File: config.mk
export PLATFORM = sky130hd
export DESIGN_NAME = sync_mem_ctrl
export DESIGN_NICKNAME = d
export VERILOG_FILES = /design/src/rtl/sync_mem_ctrl.sv
export SDC_FILE = /design/constraint.sdc
export NUM_CORES = 1
export LEC_CHECK = 0
export BUFFER_PORTS_ARGS = -buffer_cell sky130_fd_sc_hd__buf_2
export CORE_UTILIZATION = 57
export CTS_BUF_LIST = sky130_fd_sc_hd__clkbuf_4 sky130_fd_sc_hd__clkbuf_8
export CTS_CLUSTER_DIAMETER = 100
export CTS_CLUSTER_SIZE = 12
export DETAILED_ROUTE_END_ITERATION = 8
export MAX_ROUTING_LAYER = met4
export PLACE_DENSITY = 0.73
export SLEW_MARGIN = 20
export SYNTH_ARGS = -nofsm -noshare
export SYNTH_HDL_FRONTEND = slang
export SYNTH_SLANG_ARGS = --single-unit
File: constraint.sdc
create_clock -name clk -period 3.7 [get_ports clk]
set_clock_uncertainty 0.2 [all_clocks]
set_input_delay 0.555 -clock clk [delete_from_list [all_inputs] [get_ports clk]]
set_output_delay 0.555 -clock clk [all_outputs]
set_load 0.03 [all_outputs]
File: src/rtl/sync_mem_ctrl.sv
// sync_mem_ctrl: single-port synchronous data scratchpad.
// Registered, handshaked read path with latency 1, per-byte write enables,
// a hardware clear sweep (after reset and on demand) and a selectable
// read-during-write return mode for write responses.
module sync_mem_ctrl #(
    parameter int DATA_W         = 8,
    parameter int ADDR_W         = 5,
    parameter int RDW_MODE       = 0,
    parameter int CLEAR_ON_RESET = 1
) (
    input  logic                  clk,
    input  logic                  rst_n,
    input  logic                  clear,
    input  logic                  req_valid,
    output logic                  req_ready,
    input  logic                  req_we,
    input  logic [ADDR_W-1:0]     req_addr,
    input  logic [DATA_W-1:0]     req_wdata,
    input  logic [DATA_W/8-1:0]   req_be,
    output logic                  rsp_valid,
    output logic [DATA_W-1:0]     rsp_rdata,
    output logic                  busy
);

    localparam int BE_W  = DATA_W / 8;
    localparam int DEPTH = 1 << ADDR_W;

    localparam logic [0:0] ST_IDLE  = 1'b0;
    localparam logic [0:0] ST_CLEAR = 1'b1;

    // State entered from reset: sweep first, or straight to service.
    localparam logic [0:0] RST_STATE = (CLEAR_ON_RESET != 0) ? ST_CLEAR : ST_IDLE;
    localparam logic       RST_BUSY  = (CLEAR_ON_RESET != 0) ? 1'b1 : 1'b0;
    localparam logic [ADDR_W-1:0] PTR_LAST = {ADDR_W{1'b1}};

    // Replace the enabled byte lanes of old_w with the matching lanes of new_w.
    function automatic logic [DATA_W-1:0] merge_bytes(
        input logic [DATA_W-1:0] old_w,
        input logic [DATA_W-1:0] new_w,
        input logic [BE_W-1:0]   be
    );
        logic [DATA_W-1:0] m;
        m = old_w;
        for (int i = 0; i < BE_W; i++) begin
            if (be[i]) begin
                m[8*i +: 8] = new_w[8*i +: 8];
            end else begin
                m[8*i +: 8] = old_w[8*i +: 8];
            end
        end
        return m;
    endfunction

    logic [DATA_W-1:0] mem [DEPTH];

    logic [0:0]        state_q, state_d;
    logic [ADDR_W-1:0] ptr_q, ptr_d;
    logic              rsp_valid_q;
    logic [DATA_W-1:0] rsp_rdata_q, rsp_rdata_d;

    logic              rst_hold_s;
    logic              accept_s;
    logic [DATA_W-1:0] rd_word_s;
    logic [DATA_W-1:0] merged_s;
    logic              wr_en_s;
    logic [ADDR_W-1:0] wr_addr_s;
    logic [DATA_W-1:0] wr_data_s;

    // While reset is held the block already looks busy if a sweep will follow.
    assign rst_hold_s = ~rst_n & RST_BUSY;
    assign req_ready  = (state_q == ST_IDLE) & ~clear & ~rst_hold_s;
    assign accept_s   = req_valid & req_ready;
    assign busy       = (state_q == ST_CLEAR) | rst_hold_s;
    assign rsp_valid  = rsp_valid_q;
    assign rsp_rdata  = rsp_rdata_q;

    assign rd_word_s  = mem[req_addr];
    assign merged_s   = merge_bytes(rd_word_s, req_wdata, req_be);

    // Next-state logic: IDLE serves requests, CLEAR zeroes one word per cycle.
    always_comb begin
        state_d = state_q;
        ptr_d   = ptr_q;
        case (state_q)
            ST_IDLE: begin
                if (clear) begin
                    state_d = ST_CLEAR;
                    ptr_d   = {ADDR_W{1'b0}};
                end else begin
                    state_d = ST_IDLE;
                end
            end
            ST_CLEAR: begin
                ptr_d = ptr_q + ADDR_W'(1);
                if (ptr_q == PTR_LAST) begin
                    state_d = ST_IDLE;
                end else begin
                    state_d = ST_CLEAR;
                end
            end
            default: begin
                state_d = ST_IDLE;
                ptr_d   = {ADDR_W{1'b0}};
            end
        endcase
    end

    // Single write port shared by the clear sweep and accepted writes.
    always_comb begin
        wr_en_s   = 1'b0;
        wr_addr_s = {ADDR_W{1'b0}};
        wr_data_s = {DATA_W{1'b0}};
        if (!rst_n) begin
            wr_en_s = 1'b0;
        end else if (state_q == ST_CLEAR) begin
            wr_en_s   = 1'b1;
            wr_addr_s = ptr_q;
            wr_data_s = {DATA_W{1'b0}};
        end else if (accept_s && req_we) begin
            wr_en_s   = 1'b1;
            wr_addr_s = req_addr;
            wr_data_s = merged_s;
        end else begin
            wr_en_s = 1'b0;
        end
    end

    // Response word: reads return the stored word; writes return old or merged word.
    always_comb begin
        rsp_rdata_d = rsp_rdata_q;
        if (accept_s) begin
            if (req_we && (RDW_MODE != 0)) begin
                rsp_rdata_d = merged_s;
            end else begin
                rsp_rdata_d = rd_word_s;
            end
        end else begin
            rsp_rdata_d = rsp_rdata_q;
        end
    end

    // Storage array; intentionally not reset, the sweep provides known contents.
    always_ff @(posedge clk) begin
        if (wr_en_s) begin
            mem[wr_addr_s] <= wr_data_s;
        end
    end

    // Control and response registers with synchronous active-low reset.
    always_ff @(posedge clk) begin
        if (!rst_n) begin
            state_q     <= RST_STATE;
            ptr_q       <= {ADDR_W{1'b0}};
            rsp_valid_q <= 1'b0;
            rsp_rdata_q <= {DATA_W{1'b0}};
        end else begin
            state_q     <= state_d;
            ptr_q       <= ptr_d;
            rsp_valid_q <= accept_s;
            rsp_rdata_q <= rsp_rdata_d;
        end
    end

endmodule

After elaboration in Yosys (flattened, before gate mapping)
Memories as Yosys holds them, arrays and structs flattened.
Cells that the tools add are included.
- memory bits (writable): 256
- flip-flop bits (word level): 15
- memories: 1
- output and inout port bits: 11
- word-level logic and storage cells: 33
- memories (memory ; words ; width ; read ports ; clocked after Yosys merged registers in ; write ports ; line ; source):
    mem ; 32 ; 8 ; 1 ; 0 ; 1 ; 54 ; logic [DATA_W-1:0] mem [DEPTH];
- bitwise logic cells: 7
- multiplexer cells: 17
- add/sub/neg operators: 1
- equality and inequality tests: 2
- reductions and logical operators: 1
- operators with widths (cell ; count):
    8-bit two-way mux ; 4
    5-bit two-way mux ; 4
    5-bit case mux with 2 select lines ; 1
    1-bit two-way mux ; 7
    5-bit by 1-bit adder with 5-bit output (second input constant) ; 1
    5-bit equality test (second input constant) ; 1
    1-bit bitwise AND ; 3
    1-bit inverter ; 3
    2-bit != test (second input constant) ; 1
    1-bit case mux with 2 select lines ; 1
    1-bit logical AND ; 1
    1-bit OR ; 1

Longest topological paths before layout
- word-level depth: 10
- gate-level depth with buffers: 11

Least setup slack after synthesis
OpenSTA, ideal clock, no wires.
- path type: input port to flip-flop
- from: input port rst_n
- to: memory mem[10][0], enable pin
- arrival time: 2.293 ns
- path slack: 0.837 ns
- stages on the path: 10
- required time: 3.130 ns
- library setup time: 0.370 ns
- path through: buf_2 -> nand2_4 -> or3b_1 -> buf_2 -> clkinv_2 -> and2_1 -> buf_6 -> a22o_4 -> nand3_4 -> nor2_1
- word-level cells in the longest chain between the ends: 8
- elaborated cells between the ends (all ways): 11
- classes of those cells: 8 x mux; 2 x bitwise; 1 x reduce/logical
- RTL lines (what ; line ; source):
    start, declared ; 12 ; input logic rst_n,
    1-bit bitwise AND ; 71 ; assign req_ready = (state_q == ST_IDLE) & ~clear & ~rst_hold_s;
    1-bit bitwise AND ; 72 ; assign accept_s = req_valid & req_ready;
    1-bit logical AND ; 119 ; end else if (accept_s && req_we) begin
    1-bit two-way mux ; 119 ;
    1-bit two-way mux ; 115 ; end else if (state_q == ST_CLEAR) begin
    1-bit two-way mux ; 113 ; if (!rst_n) begin
    1-bit two-way mux ; 144 ; if (wr_en_s) begin
    1-bit two-way mux (not written as such) ; 145 ; mem[wr_addr_s] <= wr_data_s;
    end, declared ; 54 ;
Parallel ways exist; a longest one is shown, timed or not.

Worst setup path after layout
- from: register state_q
- to: memory mem[3][5], enable pin
- word-level cells in the longest chain between the ends: 10
- elaborated cells between the ends (all ways): 13
- classes of those cells: 8 x mux; 4 x bitwise; 1 x reduce/logical
- RTL lines (what ; line ; source):
    start, declared ; 56 ; logic [0:0] state_q, state_d;
    start signal, assigned ; 157 ; state_q <= state_d;
    1-bit inverter ; - ;
    1-bit bitwise AND (2 in series) ; 71 ;
    1-bit bitwise AND ; 72 ;
    1-bit logical AND ; 119 ;
    1-bit two-way mux ; 119 ;
    1-bit two-way mux ; 115 ;
    1-bit two-way mux ; 113 ;
    1-bit two-way mux ; 144 ;
    1-bit two-way mux (not written as such) ; 145 ;
Parallel ways exist; a longest one is shown, timed or not.

==> impl_metrics.json <==
{
  "yosysWarnings": 0,
  "wl_mm": 24.7,
  "grt_pass1_vias": 6337,
  "dpl_worst_slack_ps": 337,
  "cp_slowest_stage_delay_ps": 660,
  "gr-total-overflow": 0,
  "initial_core_util_pct": 58.6,
  "rsz0062_at_grt": "no",
  "crit_family": "simple AND/OR/NAND/NOR gates",
  "port_buffers": 29,
  "slowest_stage": "nor2_1",
  "fin_area_mm2": 0.0122,
  "critPathArrivalTime_ps": 3190,
  "clockBufferDepth": 3,
  "ys_ff_latch": 271,
  "critPathRequiredTime_ps": 3690,
  "relSlewSlack_pct": 41.3,
  "antennaDiodeCount": 0,
  "power_frac_clock_pct": 33.5,
  "area_growth_pct": 11.0,
  "powerDensity_mw_per_mm2": 443,
  "drtIter0Drc": 779,
  "grt_usage_pct": 26.5,
  "wire_per_inst_um": 24.1,
  "synthFlopType": "edfxtp_1",
  "ant_nets": 0,
  "finalPower_uw": 5420,
  "endpoint_kind": "flop",
  "via_per_inst": 6.17,
  "post-route-min-period_ps": 3200,
  "synth_cell_type_count": 43,
  "clock_sinks": 271,
  "status": "finished, final reports clean",
  "crit_type": "reg2reg",
  "yosysSeqAreaShare_pct": 72.4,
  "fillers": 1348,
  "hold_class": "in2reg",
  "timing.final.max_slew_violations": 0,
  "cts_buffers": 26,
  "grt_pass1_wl_mm": 37.2,
  "worst_setup_path_start_kind": "flop",
  "finalSetupViolCount": 0,
  "p_int_uw": 4290,
  "syn_inst": 682,
  "tns_ps": 0,
  "vias": 6327,
  "io_pins": 30,
  "drc": 0,
  "cts_resized": 0,
  "crit_chain": "inv_6 -> nand2_4 -> or3b_1 -> clkinv_2 -> and2_1 -> a21o_1 -> a21bo_2 -> nor2_1",
  "die_area_mm2": 0.0199,
  "whs_path_depth": 4,
  "clock_latency_ps": 560,
  "first_pass_iters": 5,
  "die_w_um": 141,
  "synth_area_mm2": 0.0110,
  "r2r_end": "mem[3][5]",
  "worst_slack_ps": 497,
  "syn_area_per_cell_um2": 16.2,
  "cts_tree": "built",
  "die_y_um": 141,
  "gp_congestion": 0.889,
  "p_leak_uw": 0.00506,
  "num_rows": 50,
  "clk_pin_slew_worst_paths_ps": 80,
  "postCtsHoldBufs": 0,
  "synth_edf_count": 256,
  "place_area_mm2": 0.0117,
  "crit_buf_inv": 2,
  "dp_hpwl_mm": 16.5,
  "hold_viol_final": 0,
  "ff2ff_setup_slack_ps": 500,
  "core_mm2": 0.0188,
  "cts_max_level": 1,
  "worst-path-max-fanout": 12,
  "p_seq_share_pct": 61.3,
  "ys_async_sr_fraction_pct": 0,
  "syn-num-nets": 703,
  "drive_above_1_share_pct": 18.3,
  "hold_start": "clear",
  "p_sw_uw": 1130,
  "worstRegToRegCells": 8,
  "p_sw_share_pct": 20.8,
  "drv_cap": 0,
  "grt_start_max_net_pins": 42,
  "cts_root_buf": "clkbuf_8",
  "post_cts_buffers": 0,
  "max_clock_freq_mhz": 312,
  "fin_crit_sh_pct": 86.6,
  "hold_path_end": "ptr_q[1]",
  "rr_startpoint": "state_q",
  "antenna_found_initial": 0,
  "worst_pin_slew_ps": 878,
  "power_frac_comb_pct": 5.2,
  "max-vdd-ir-drop_mv": 0.280,
  "final_nets": 767
}
-- registers in the layout, summed over array words and instances (netlist names) --
signal     cells
rsp_valid      1
rsp_rdata      8
state_q        1
mem          256
ptr_q          5
-- stage by stage --
step / instances / hold slack (ps) / util (%)
6_report: 1025 / 194 / 65.0
3_5_place_dp: 978 / 330 / 62.3
3_3_place_gp: 978 / 306 / 62.3
4_1_cts: 1025 / 175 / 65.0
5_1_grt: 1025 / 211 / 65.0
2_1_floorplan: 682 / 287 / -
-- worst reg2reg max path: stages, from the launching register on --
cell	delay, ps
dfxtp_1	410
inv_6	80
nand2_4	70
or3b_1	380
clkinv_2	330
and2_1	290
a21o_1	190
a21bo_2	250
nor2_1	660
-- metal layers --
metal / vias to the layer above / track usage (%) / part of all wire [%]
met2: 297 / 40.6 / 47
li1: 2807 / - / -
met1: 3159 / 35.0 / 41
met5: - / - / 0
met3: 64 / 5.23 / 8.1
met4: 0 / 10.9 / 3.7
-- area by class of cell --
type                            instances  area (um2)  share of cell area [%]
Tap cell                              260         325                    2.66
Clock buffer                           46         514                    4.20
Timing Repair Buffer                   77         574                    4.69
Sequential cell                       271        7990                    65.2
Inverter                                3        17.5                   0.143
Clock inverter                          1        7.51                  0.0613
Multi-Input combinational cell        367        2820                    23.0
-- cell families (layout without fill, tap and decap cells) --
family | Yosys count | count (layout) | synth area share [%]
multiplexers | 131 | 131 | 11.9
flip-flops | 271 | 271 | 72.4
buffers and inverters | 44 | 127 | 2.15
AND/OR/NAND/NOR | 104 | 104 | 5.01
adder cells (fa/ha/maj) | 2 | 2 | 0.227
AO/OA/AOI/OAI | 130 | 130 | 8.34
-- how the worst max path moves through the flow --
| stage | cells past startpoint | slack [ps] | from | endpoint |
|---|---|---|---|---|
| floorplan | 10 | 840 | rst_n | mem[10][0] |
| global placement | 8 | 420 | rst_n | mem[26][7] |
| detailed placement | 8 | 340 | rst_n | mem[26][0] |
| CTS | 8 | 540 | state_q | mem[3][4] |
| global route | 8 | 360 | state_q | mem[3][5] |
| finish | 8 | 500 | state_q | mem[3][5] |
-- synthesized netlist by cell type, types with 2 or more instances --
library cell,number,area [um2]
o21ai_0,4,20.0
nand3_4,2,35.0
nor2b_1,3,18.8
a22oi_1,64,480
edfxtp_1,256,7690
and2_1,4,25.0
clkbuf_1,20,75.1
nand2_1,10,37.5
and3_1,9,56.3
nor3b_1,3,22.5
dfxtp_1,15,300
nand3_1,3,15.0
a21oi_1,36,180
o211a_1,8,80.1
ha_1,2,25.0
buf_6,3,33.8
nor2_1,42,158
buf_4,9,67.6
nand2_2,3,18.8
a21o_1,10,75.1
nand2b_1,11,68.8
mux2i_1,130,1300
buf_2,8,40.0
nor4_1,8,50.1
-- cell usage in the layout (no fill, tap or decap), drive strengths merged, types with 2 or more instances in the layout --
cell / instances
edfxtp: 256
mux2i: 130
buf: 77
a22oi: 64
clkbuf: 46
nor2: 42
a21oi: 36
dfxtp: 15
nand2: 14
nand2b: 11
a21o: 10
and3: 9
nor4: 8
o211a: 8
nand3: 5
and2: 4
o21ai: 4
nor3b: 3
nor2b: 3
ha: 2
clkinv: 2
-- power by group through the flow --
stage | Clock, uW | Sequential, uW | Combinational (uW)
floorplan | 0 | 3390 | 186
global placement | 0 | 3390 | 271
detailed placement | 0 | 3400 | 275
CTS | 1830 | 3330 | 276
global route | 1950 | 3330 | 296
finish | 1820 | 3330 | 280
Power figures use the tool's default switching activity.
